===== src/rtl/segway_motion_monitor.sv =====
// Run-time monitor for the Segway balance/steering loop: after a settle interval it samples
// platform angle and wheel speeds over a window, then grades levelness and turn direction.
module segway_motion_monitor #(
  parameter int unsigned THETA_W       = 16,
  parameter int unsigned OMEGA_W       = 16,
  parameter int unsigned SETTLE_CYCLES = 700000,
  parameter int unsigned WIN_CYCLES    = 2000000,
  parameter int unsigned THETA_THRESH  = 300,
  parameter int unsigned TURN_MARGIN   = 0
) (
  input  logic                      clk,
  input  logic                      rst_n,
  input  logic                      start,
  input  logic                      abort,
  input  logic [1:0]                expect_dir,
  input  logic signed [THETA_W-1:0] theta_platform,
  input  logic signed [OMEGA_W-1:0] omega_lft,
  input  logic signed [OMEGA_W-1:0] omega_rght,
  output logic                      busy,
  output logic                      done,
  output logic                      pass,
  output logic                      theta_ok,
  output logic                      dir_ok,
  output logic [1:0]                dir_seen,
  output logic [THETA_W-2:0]        theta_max_abs,
  output logic [7:0]                fail_cnt
);

  localparam int unsigned MAG_W       = THETA_W - 1;
  localparam int unsigned DIFF_W      = OMEGA_W + 1;
  localparam int unsigned ACC_W       = OMEGA_W + 1 + $clog2(WIN_CYCLES + 1);
  localparam int unsigned CNT_MAX     = (SETTLE_CYCLES > WIN_CYCLES) ? SETTLE_CYCLES : WIN_CYCLES;
  localparam int unsigned CNT_W       = (CNT_MAX < 2) ? 1 : $clog2(CNT_MAX);
  localparam int unsigned SETTLE_LAST = (SETTLE_CYCLES == 0) ? 0 : SETTLE_CYCLES - 1;
  localparam int unsigned WIN_LAST    = WIN_CYCLES - 1;
  localparam longint      LIM         = longint'(TURN_MARGIN) * longint'(WIN_CYCLES);
  localparam logic [THETA_W-1:0] THETA_MIN  = {1'b1, {MAG_W{1'b0}}};
  localparam logic [MAG_W-1:0]   THRESH_MAG = MAG_W'(THETA_THRESH);

  typedef enum logic [1:0] {
    S_IDLE   = 2'd0,
    S_SETTLE = 2'd1,
    S_WINDOW = 2'd2,
    S_DONE   = 2'd3
  } state_t;

  state_t                    state_q, state_d;
  logic [CNT_W-1:0]          cnt_q, cnt_d;
  logic [1:0]                exp_dir_q, exp_dir_d;
  logic [MAG_W-1:0]          max_q, max_d;
  logic signed [ACC_W-1:0]   acc_q, acc_d;
  logic                      busy_q, busy_d;
  logic                      done_q, done_d;
  logic                      pass_q, pass_d;
  logic                      theta_ok_q, theta_ok_d;
  logic                      dir_ok_q, dir_ok_d;
  logic [1:0]                dir_seen_q, dir_seen_d;
  logic [MAG_W-1:0]          theta_max_abs_q, theta_max_abs_d;
  logic [7:0]                fail_cnt_q, fail_cnt_d;

  logic [MAG_W-1:0]          theta_abs;
  logic [MAG_W-1:0]          max_nxt;
  logic signed [DIFF_W-1:0]  diff;
  logic signed [ACC_W-1:0]   acc_nxt;
  logic [1:0]                dir_nxt;
  logic                      tok_nxt;
  logic                      dok_nxt;

  // Per-sample arithmetic; the most-negative angle saturates instead of wrapping.
  always_comb begin
    if (theta_platform == THETA_MIN) begin
      theta_abs = '1;
    end else if (theta_platform[THETA_W-1]) begin
      theta_abs = MAG_W'(-theta_platform);
    end else begin
      theta_abs = MAG_W'(theta_platform);
    end
    max_nxt = (theta_abs > max_q) ? theta_abs : max_q;
    diff    = DIFF_W'(omega_lft) - DIFF_W'(omega_rght);
    acc_nxt = acc_q + ACC_W'(diff);
    dir_nxt = 2'b00;
    if (longint'(acc_nxt) > LIM) begin
      dir_nxt = 2'b01;
    end else if (longint'(acc_nxt) < -LIM) begin
      dir_nxt = 2'b10;
    end
    tok_nxt = (max_nxt <= THRESH_MAG);
    dok_nxt = (exp_dir_q == 2'b11) || (dir_nxt == exp_dir_q);
  end

  always_comb begin
    state_d         = state_q;
    cnt_d           = cnt_q;
    exp_dir_d       = exp_dir_q;
    max_d           = max_q;
    acc_d           = acc_q;
    done_d          = 1'b0;
    pass_d          = pass_q;
    theta_ok_d      = theta_ok_q;
    dir_ok_d        = dir_ok_q;
    dir_seen_d      = dir_seen_q;
    theta_max_abs_d = theta_max_abs_q;
    fail_cnt_d      = fail_cnt_q;

    case (state_q)
      S_IDLE: begin
        if (!abort && start) begin
          exp_dir_d = expect_dir;
          max_d     = '0;
          acc_d     = '0;
          cnt_d     = '0;
          state_d   = (SETTLE_CYCLES == 0) ? S_WINDOW : S_SETTLE;
        end
      end
      S_SETTLE: begin
        if (abort) begin
          state_d = S_IDLE;
        end else if (cnt_q == CNT_W'(SETTLE_LAST)) begin
          cnt_d   = '0;
          state_d = S_WINDOW;
        end else begin
          cnt_d = cnt_q + CNT_W'(1);
        end
      end
      S_WINDOW: begin
        if (abort) begin
          state_d = S_IDLE;
        end else begin
          max_d = max_nxt;
          acc_d = acc_nxt;
          if (cnt_q == CNT_W'(WIN_LAST)) begin
            // Results are graded from the final sample folded in on this same edge.
            state_d         = S_DONE;
            done_d          = 1'b1;
            pass_d          = tok_nxt && dok_nxt;
            theta_ok_d      = tok_nxt;
            dir_ok_d        = dok_nxt;
            dir_seen_d      = dir_nxt;
            theta_max_abs_d = max_nxt;
            if (!(tok_nxt && dok_nxt) && (fail_cnt_q != 8'hFF)) begin
              fail_cnt_d = fail_cnt_q + 8'd1;
            end
          end else begin
            cnt_d = cnt_q + CNT_W'(1);
          end
        end
      end
      S_DONE: begin
        state_d = S_IDLE;
      end
      default: begin
        state_d = S_IDLE;
      end
    endcase

    busy_d = (state_d == S_SETTLE) || (state_d == S_WINDOW);
  end

  always_ff @(posedge clk or negedge rst_n) begin
    if (!rst_n) begin
      state_q         <= S_IDLE;
      cnt_q           <= '0;
      exp_dir_q       <= '0;
      max_q           <= '0;
      acc_q           <= '0;
      busy_q          <= 1'b0;
      done_q          <= 1'b0;
      pass_q          <= 1'b0;
      theta_ok_q      <= 1'b0;
      dir_ok_q        <= 1'b0;
      dir_seen_q      <= '0;
      theta_max_abs_q <= '0;
      fail_cnt_q      <= '0;
    end else begin
      state_q         <= state_d;
      cnt_q           <= cnt_d;
      exp_dir_q       <= exp_dir_d;
      max_q           <= max_d;
      acc_q           <= acc_d;
      busy_q          <= busy_d;
      done_q          <= done_d;
      pass_q          <= pass_d;
      theta_ok_q      <= theta_ok_d;
      dir_ok_q        <= dir_ok_d;
      dir_seen_q      <= dir_seen_d;
      theta_max_abs_q <= theta_max_abs_d;
      fail_cnt_q      <= fail_cnt_d;
    end
  end

  assign busy          = busy_q;
  assign done          = done_q;
  assign pass          = pass_q;
  assign theta_ok      = theta_ok_q;
  assign dir_ok        = dir_ok_q;
  assign dir_seen      = dir_seen_q;
  assign theta_max_abs = theta_max_abs_q;
  assign fail_cnt      = fail_cnt_q;

endmodule


===== config.mk =====
export PLATFORM = sky130hd
export DESIGN_NAME = segway_motion_monitor
export DESIGN_NICKNAME = d
export VERILOG_FILES = /design/src/rtl/segway_motion_monitor.sv
export SDC_FILE = /design/constraint.sdc
export NUM_CORES = 1
export LEC_CHECK = 0
export CAP_MARGIN = 20
export CORE_ASPECT_RATIO = 1.4
export CORE_UTILIZATION = 30
export CTS_CLUSTER_SIZE = 8
export DETAILED_ROUTE_END_ITERATION = 16
export DONT_BUFFER_PORTS = 1
export HOLD_SLACK_MARGIN = 0.15
export SLEW_MARGIN = 15
export SYNTH_ARGS = -nofsm -noshare
export SYNTH_HDL_FRONTEND = slang
export SYNTH_SLANG_ARGS = --single-unit
export TNS_END_PERCENT = 20

===== constraint.sdc =====
create_clock -name clk -period 5.6 [get_ports clk]
set_input_delay 1.12 -clock clk [delete_from_list [all_inputs] [get_ports clk]]
set_output_delay 1.12 -clock clk [all_outputs]
set_load 0.005 [all_outputs]

# After elaboration in Yosys (flattened, before gate mapping)
# Cells that the tools add are included.
[classes] add_sub_neg=5 order_cmp=4 n_eq_ne=15 muxes=26 bitwise_logic=1 reduce_logical=15
[op_table] cell="$mux 21" count=5
[op_table] cell="$mux 38" count=2
[op_table] cell="$pmux 38 s2" count=1
[op_table] cell="$mux 15" count=5
[op_table] cell="$pmux 21 s3" count=1
[op_table] cell="$add 38x17->38" count=1
[op_table] cell="$gt 38x1->1 const B" count=1
[op_table] cell="$lt 38x1->1 const B" count=1
[op_table] cell="$pmux 15 s2" count=1
[op_table] cell="$add 21x1->21 const B" count=1
[op_table] cell="$eq 21x20->1 const B" count=1
[op_table] cell="$eq 21x21->1 const B" count=1
[op_table] cell="$sub 16x16->17" count=1
[op_table] cell="$eq 16x16->1 const B" count=1
[op_table] cell="$gt 15x15->1" count=1
[op_table] cell="$le 15x9->1 const B" count=1
[op_table] cell="$neg 15->15" count=1
[op_table] cell="$mux 2" count=7
[op_table] cell="$add 8x1->8 const B" count=1
[op_table] cell="$eq 2x2->1 const B" count=4
[op_table] cell="$ne 2x2->1 const B" count=4
[op_table] cell="$ne 8x8->1 const B" count=1
[op_table] cell="$pmux 2 s4" count=1
[op_table] cell="$reduce_and 3->1" count=2
[op_table] cell="13 further kinds" count=20
[word_totals] regBits=108 inputBits=54 output_inout_bits=30 word_cells=79

# Longest topological paths before layout
[depth] ltp_word=11 mapped_depth=22 depth_no_buf=19

# Worst setup path before layout
# Ideal clock, no wire load.
[synth_timing] path_kind="input -> register" from="input omega_lft[15]" to="register fail_cnt_q[1], in the netlist fail_cnt[1]" setup_ps=125 t_arrival_ps=6162 required_ps=5475 slack_ps=-688 stages=16 n_path_buf=2 path_cell_list="inv_1 fa_1 inv_1 ha_1 buf_2 a21oi_1 o21ai_0 or4_1 o221a_2 a211o_2 or4_1 nor4_2 a21oi_1 o311a_1 buf_6 mux2_4"
[synth_via] elab_chain_len=11 elab_cells_between_ends=12 classes_between="2 x add/sub; 2 x order compare; 1 x eq/ne; 2 x mux; 5 x reduce/logical"
[synth_rtl] element="start: declaration" line="17" rtl="input logic signed [OMEGA_W-1:0] omega_lft,"
[synth_rtl] element="$sub 16x16->17 *" line="79" rtl="diff = DIFF_W'(omega_lft) - DIFF_W'(omega_rght);"
[synth_rtl] element="$add 38x17->38 *" line="80" rtl="acc_nxt = acc_q + ACC_W'(diff);"
[synth_rtl] element="$lt 38x1->1" line="84" rtl="end else if (longint'(acc_nxt) < -LIM) begin"
[synth_rtl] element="$mux 2" line="84"
[synth_rtl] element="$mux 2 *" line="82" rtl="if (longint'(acc_nxt) > LIM) begin"
[synth_rtl] element="$eq 2x2->1 *" line="88" rtl="dok_nxt = (exp_dir_q == 2'b11) || (dir_nxt == exp_dir_q);"
[synth_rtl] element="$logic_or 1x1->1 *" line="88"
[synth_rtl] element="$logic_and 1x1->1 *" line="140" rtl="if (!(tok_nxt && dok_nxt) && (fail_cnt_q != 8'hFF)) begin"
[synth_rtl] element="$logic_not 1->1 *" line="140"
[synth_rtl] element="$logic_and 1x1->1 *" line="140"
[synth_rtl] element="$reduce_and 4->1 (no source line) *"
[synth_rtl] element="end signal: assignment" line="187" rtl="fail_cnt_q <= fail_cnt_d;"
[synth_rtl] element="end: declaration" line="59" rtl="logic [7:0] fail_cnt_q, fail_cnt_d;"
# Mark *: on every way between the ends. The rest lies on a longest branch, timed or not.
# A chain may end at the register's enable or synchronous reset.

# Final worst setup path
[layout_timing] from="input omega_lft[1]" to="register fail_cnt_q[1], in the netlist fail_cnt[1]"
# Same word-level chain as after synthesis.

==> metrics.md <==
| Metric | Value |
|---|---|
| Routed WL | 26240 µm |
| Distinct cells, synth | 77 |
| Initial DRC Count | 370 |
| Post-synthesis adder-cell area fraction | 16.42% |
| CP max-delay cell | fa_2 |
| TritonRoute pass-1 iters | 4 |
| Leakage Power | 5.224 nW |
| Launching point of the worst reg2reg path | acc_q[1] |
| CTS tree | yes |
| Multi-input logic area | 5874 µm² |
| Largest family of logic cells by synthesized area | compound AO/OA/AOI/OAI gates |
| R2r setup slk | 0.49 ns |
| EDFF count, synth | 0 |
| Post-place setup slack | -0.3955 ns |
| Core box area | 30120 µm² |
| Dpl cells | 1598 |
| PD cells | 225.7 nW/µm² |
| Levels on crit path | 18 |
| Relative max-transition margin | 34.31% |
| Ant. Diodes | 0 |
| Final antenna-violating net count | 0 |
| Ports | 84 |
| Post-synthesis mux area share | 1.395% |
| Synth Register Bits | 108 |
| Synth area leader | dfrtp_1 |
| Top FF cell, synth | dfrtp_1 |
| Crit path from | omega_lft[1] |
| Final Setup Violations | 0 |
| Setup crit end kind | flop |
| Crit-path max FO | 5 |
| Reg-to-Reg End | fail_cnt[1] |
| Hold WC Path Type | in2async |
| Antenna violations before repair | 0 |
| VDD IR-drop max | 0.1782 mV |
| CTS root buf | clkbuf_16 |
| Max Buffers Root-to-Sink | 2 |
| Status | completed |
| Post-Route Skew | 0.01154 ns |
| Syn Area/Cell | 8.209 µm² |
| # DRC | 0 |
| Worst-path clk slew | 0.07 ns |
| Vias in the first global route | 8572 |
| Final Hold Vio Count | 0 |
| Largest stage delay on the critical path | 0.58 ns |
| GRT overflow | 0 |
| H-tree depth | 3 |
| RSZ-0062 raised after global routing | false |
| Startpoint Class | primary input |
| Critical path required time | 5.85 ns |
| Layout Cells excl Fill | 1620 |
| Clock Latency Late Sink | 0.37 ns |
| Share of the synthesized area in the top cell type | 29.26% |
| Global-route wire length before repair | 43660 µm |
| XOR/XNOR share of the synthesized area | 4.159% |
| Max-slew violations | 0 |
| Total power | 2.480 mW |
| DR vias/cell | 5.113 |
| Nets@finish | 1383 |
| Area Growth Syn to Fin | 18.94% |
| Worst r2r path cells | 18 |
| Core Rows | 75 |
| F_max | 182.0 MHz |
| Syn. warnings | 0 |
| Delay-heaviest family, CP | compound AO/OA/AOI/OAI gates |
| Total CTS buffers | 9 |
| Sink Count | 108 |
| Post-layout util | 36.47% |
| Die footprint | 31500 µm² |
| CP most frequent cell | buf_4 |
| Fill count | 3114 |
| Layout cells sized above 1 | 15.55% |
| Critical path class | in2reg |
| Buf/Inv on CP | 5 |
| Hold_ws | 0.4462 ns |
| Final Cycle Share | 98.12% |
| Top post-synthesis cells by area | dfrtp_1 (29%), ha_1 (8.4%), fa_1 (8.0%) |
| Fin crit period | 5.495 ns |
| PortBufs | 0 |
| Setup WS post-layout | 0.1055 ns |
| Initial Utilization | 30.66% |
| Drt wl/cell | 16.20 µm |
| Storage element area | 2703 µm² |
| Most numerous cell in the Yosys netlist | inv_1 |
| RD Place Congestion | 0.9478 |
| Post-Synthesis Cells | 1125 |
| Crit path to | fail_cnt[1] |
| Syn_nets | 1278 |
| Synth Area in Simple Gates | 17.10% |
| Crit path arrival time | 5.74 ns |
| Largest net degree at the start of global routing | 109 |
| Fraction of registers with async set/reset | 100.0% |
| Global-route usage over all layers | 17.64% |
| Vias | 8283 |
| Post-synthesis compound-gate area fraction | 23.29% |
| Seq/Total Area, Yosys | 29.26% |
| DP HPWL | 20500 µm |
| CP Cell Sequence | inv_1, fa_2, inv_2, fa_2, a21o_1, a221o_2, a211o_4, buf_4, a21oi_4, xnor2_2, a211o_2, or4_4, nor4_4, buf_4, a21oi_2, o311a_4, buf_4, mux2_4 |
| Die Y | 209.6 µm |
| Worst Max-Slew Pin Slew | 0.9833 ns |
| Max cap viols | 0 |
| Synthesized cell area | 9235 µm² |
| Die width | 150.3 µm |
| Top cells by count, synth | inv_1 (163), nand2_1 (146), o21ai_0 (114) |
## final cells by class
cell class / count / share of cell area, %
Clock buffer: 10 / 2.085
Inverter: 163 / 5.604
Tap cell: 385 / 4.385
Timing Repair Buffer: 131 / 9.170
Sequential cell: 108 / 24.60
Multi-Input combinational cell: 817 / 53.48
Clock inverter: 6 / 0.6721
## report_power, final
group          leakage (nW)  internal, mW  total [mW]  switching (mW)
Sequential             1.50         0.799       0.819          0.0200
Clock                 0.147         0.353       0.677           0.324
Combinational          3.58         0.436       0.984           0.549
## how the worst min path moves through the flow
stage	endpoint	slack [ns]
global route	cnt_q[9]	0.42
global placement	acc_q[34]	0.46
finish	cnt_q[18]	0.45
CTS	acc_q[21]	0.43
detailed placement	acc_q[22]	0.47
floorplan	acc_q[34]	0.45
## per-layer routing
metal	vias up	share of wire, %	global-route usage, %
met5	-	0	0
met4	0	3.0	6.479
met3	49	3.8	3.348
met2	133	52	31.81
met1	4000	41	20.32
li1	4101	-	-
## cell families after synthesis
kind of cell / count (synthesis)
AND/OR/NAND/NOR: 333
buffers and inverters: 200
AO/OA/AOI/OAI: 330
XOR/XNOR: 43
adder cells (fa/ha/maj): 99
multiplexers: 12
flip-flops: 108
## placed cells by master (no fill, tap or decap), types with 27 or more instances in the layout
cell type | Yosys | routed
a22o_1 | 33 | 33
fa_1 | 37 | 35
nand2_1 | 146 | 146
nor2_1 | 56 | 56
o21ai_0 | 114 | 107
and3_1 | 27 | 27
inv_1 | 163 | 161
ha_1 | 62 | 61
buf_4 | 1 | 127
a21oi_1 | 69 | 65
dfrtp_1 | 108 | 108
## state kept, by name, indices dropped and copies added (netlist names), 2 cells and up
register       count
acc_q             38
cnt_q             21
max_q             15
theta_max_abs     15
fail_cnt           8
dir_seen           2
exp_dir_q          2
state_q            2
## timing repair
| action | 4_1_cts | 5_1_grt |
|---|---|---|
| setup buffers | 0 | 6 |
| pin swaps | 0 | 17 |
| gates resized for setup | 1 | 20 |
| hold buffers | 0 | 0 |
| setup endpoints to repair | 2 | 10 |
## metrics by stage
| stage | TNS, ns | instance area, µm² |
|---|---|---|
| 2_1_floorplan | -0.08461 | 9280 |
| 6_report | 0 | 10980 |
| 5_1_grt | 0 | 10980 |
| 3_3_place_gp | -2.767 | 10540 |
| 3_5_place_dp | -2.787 | 10550 |
| 4_1_cts | 0 | 10860 |
(Power assumes the default switching activity.)
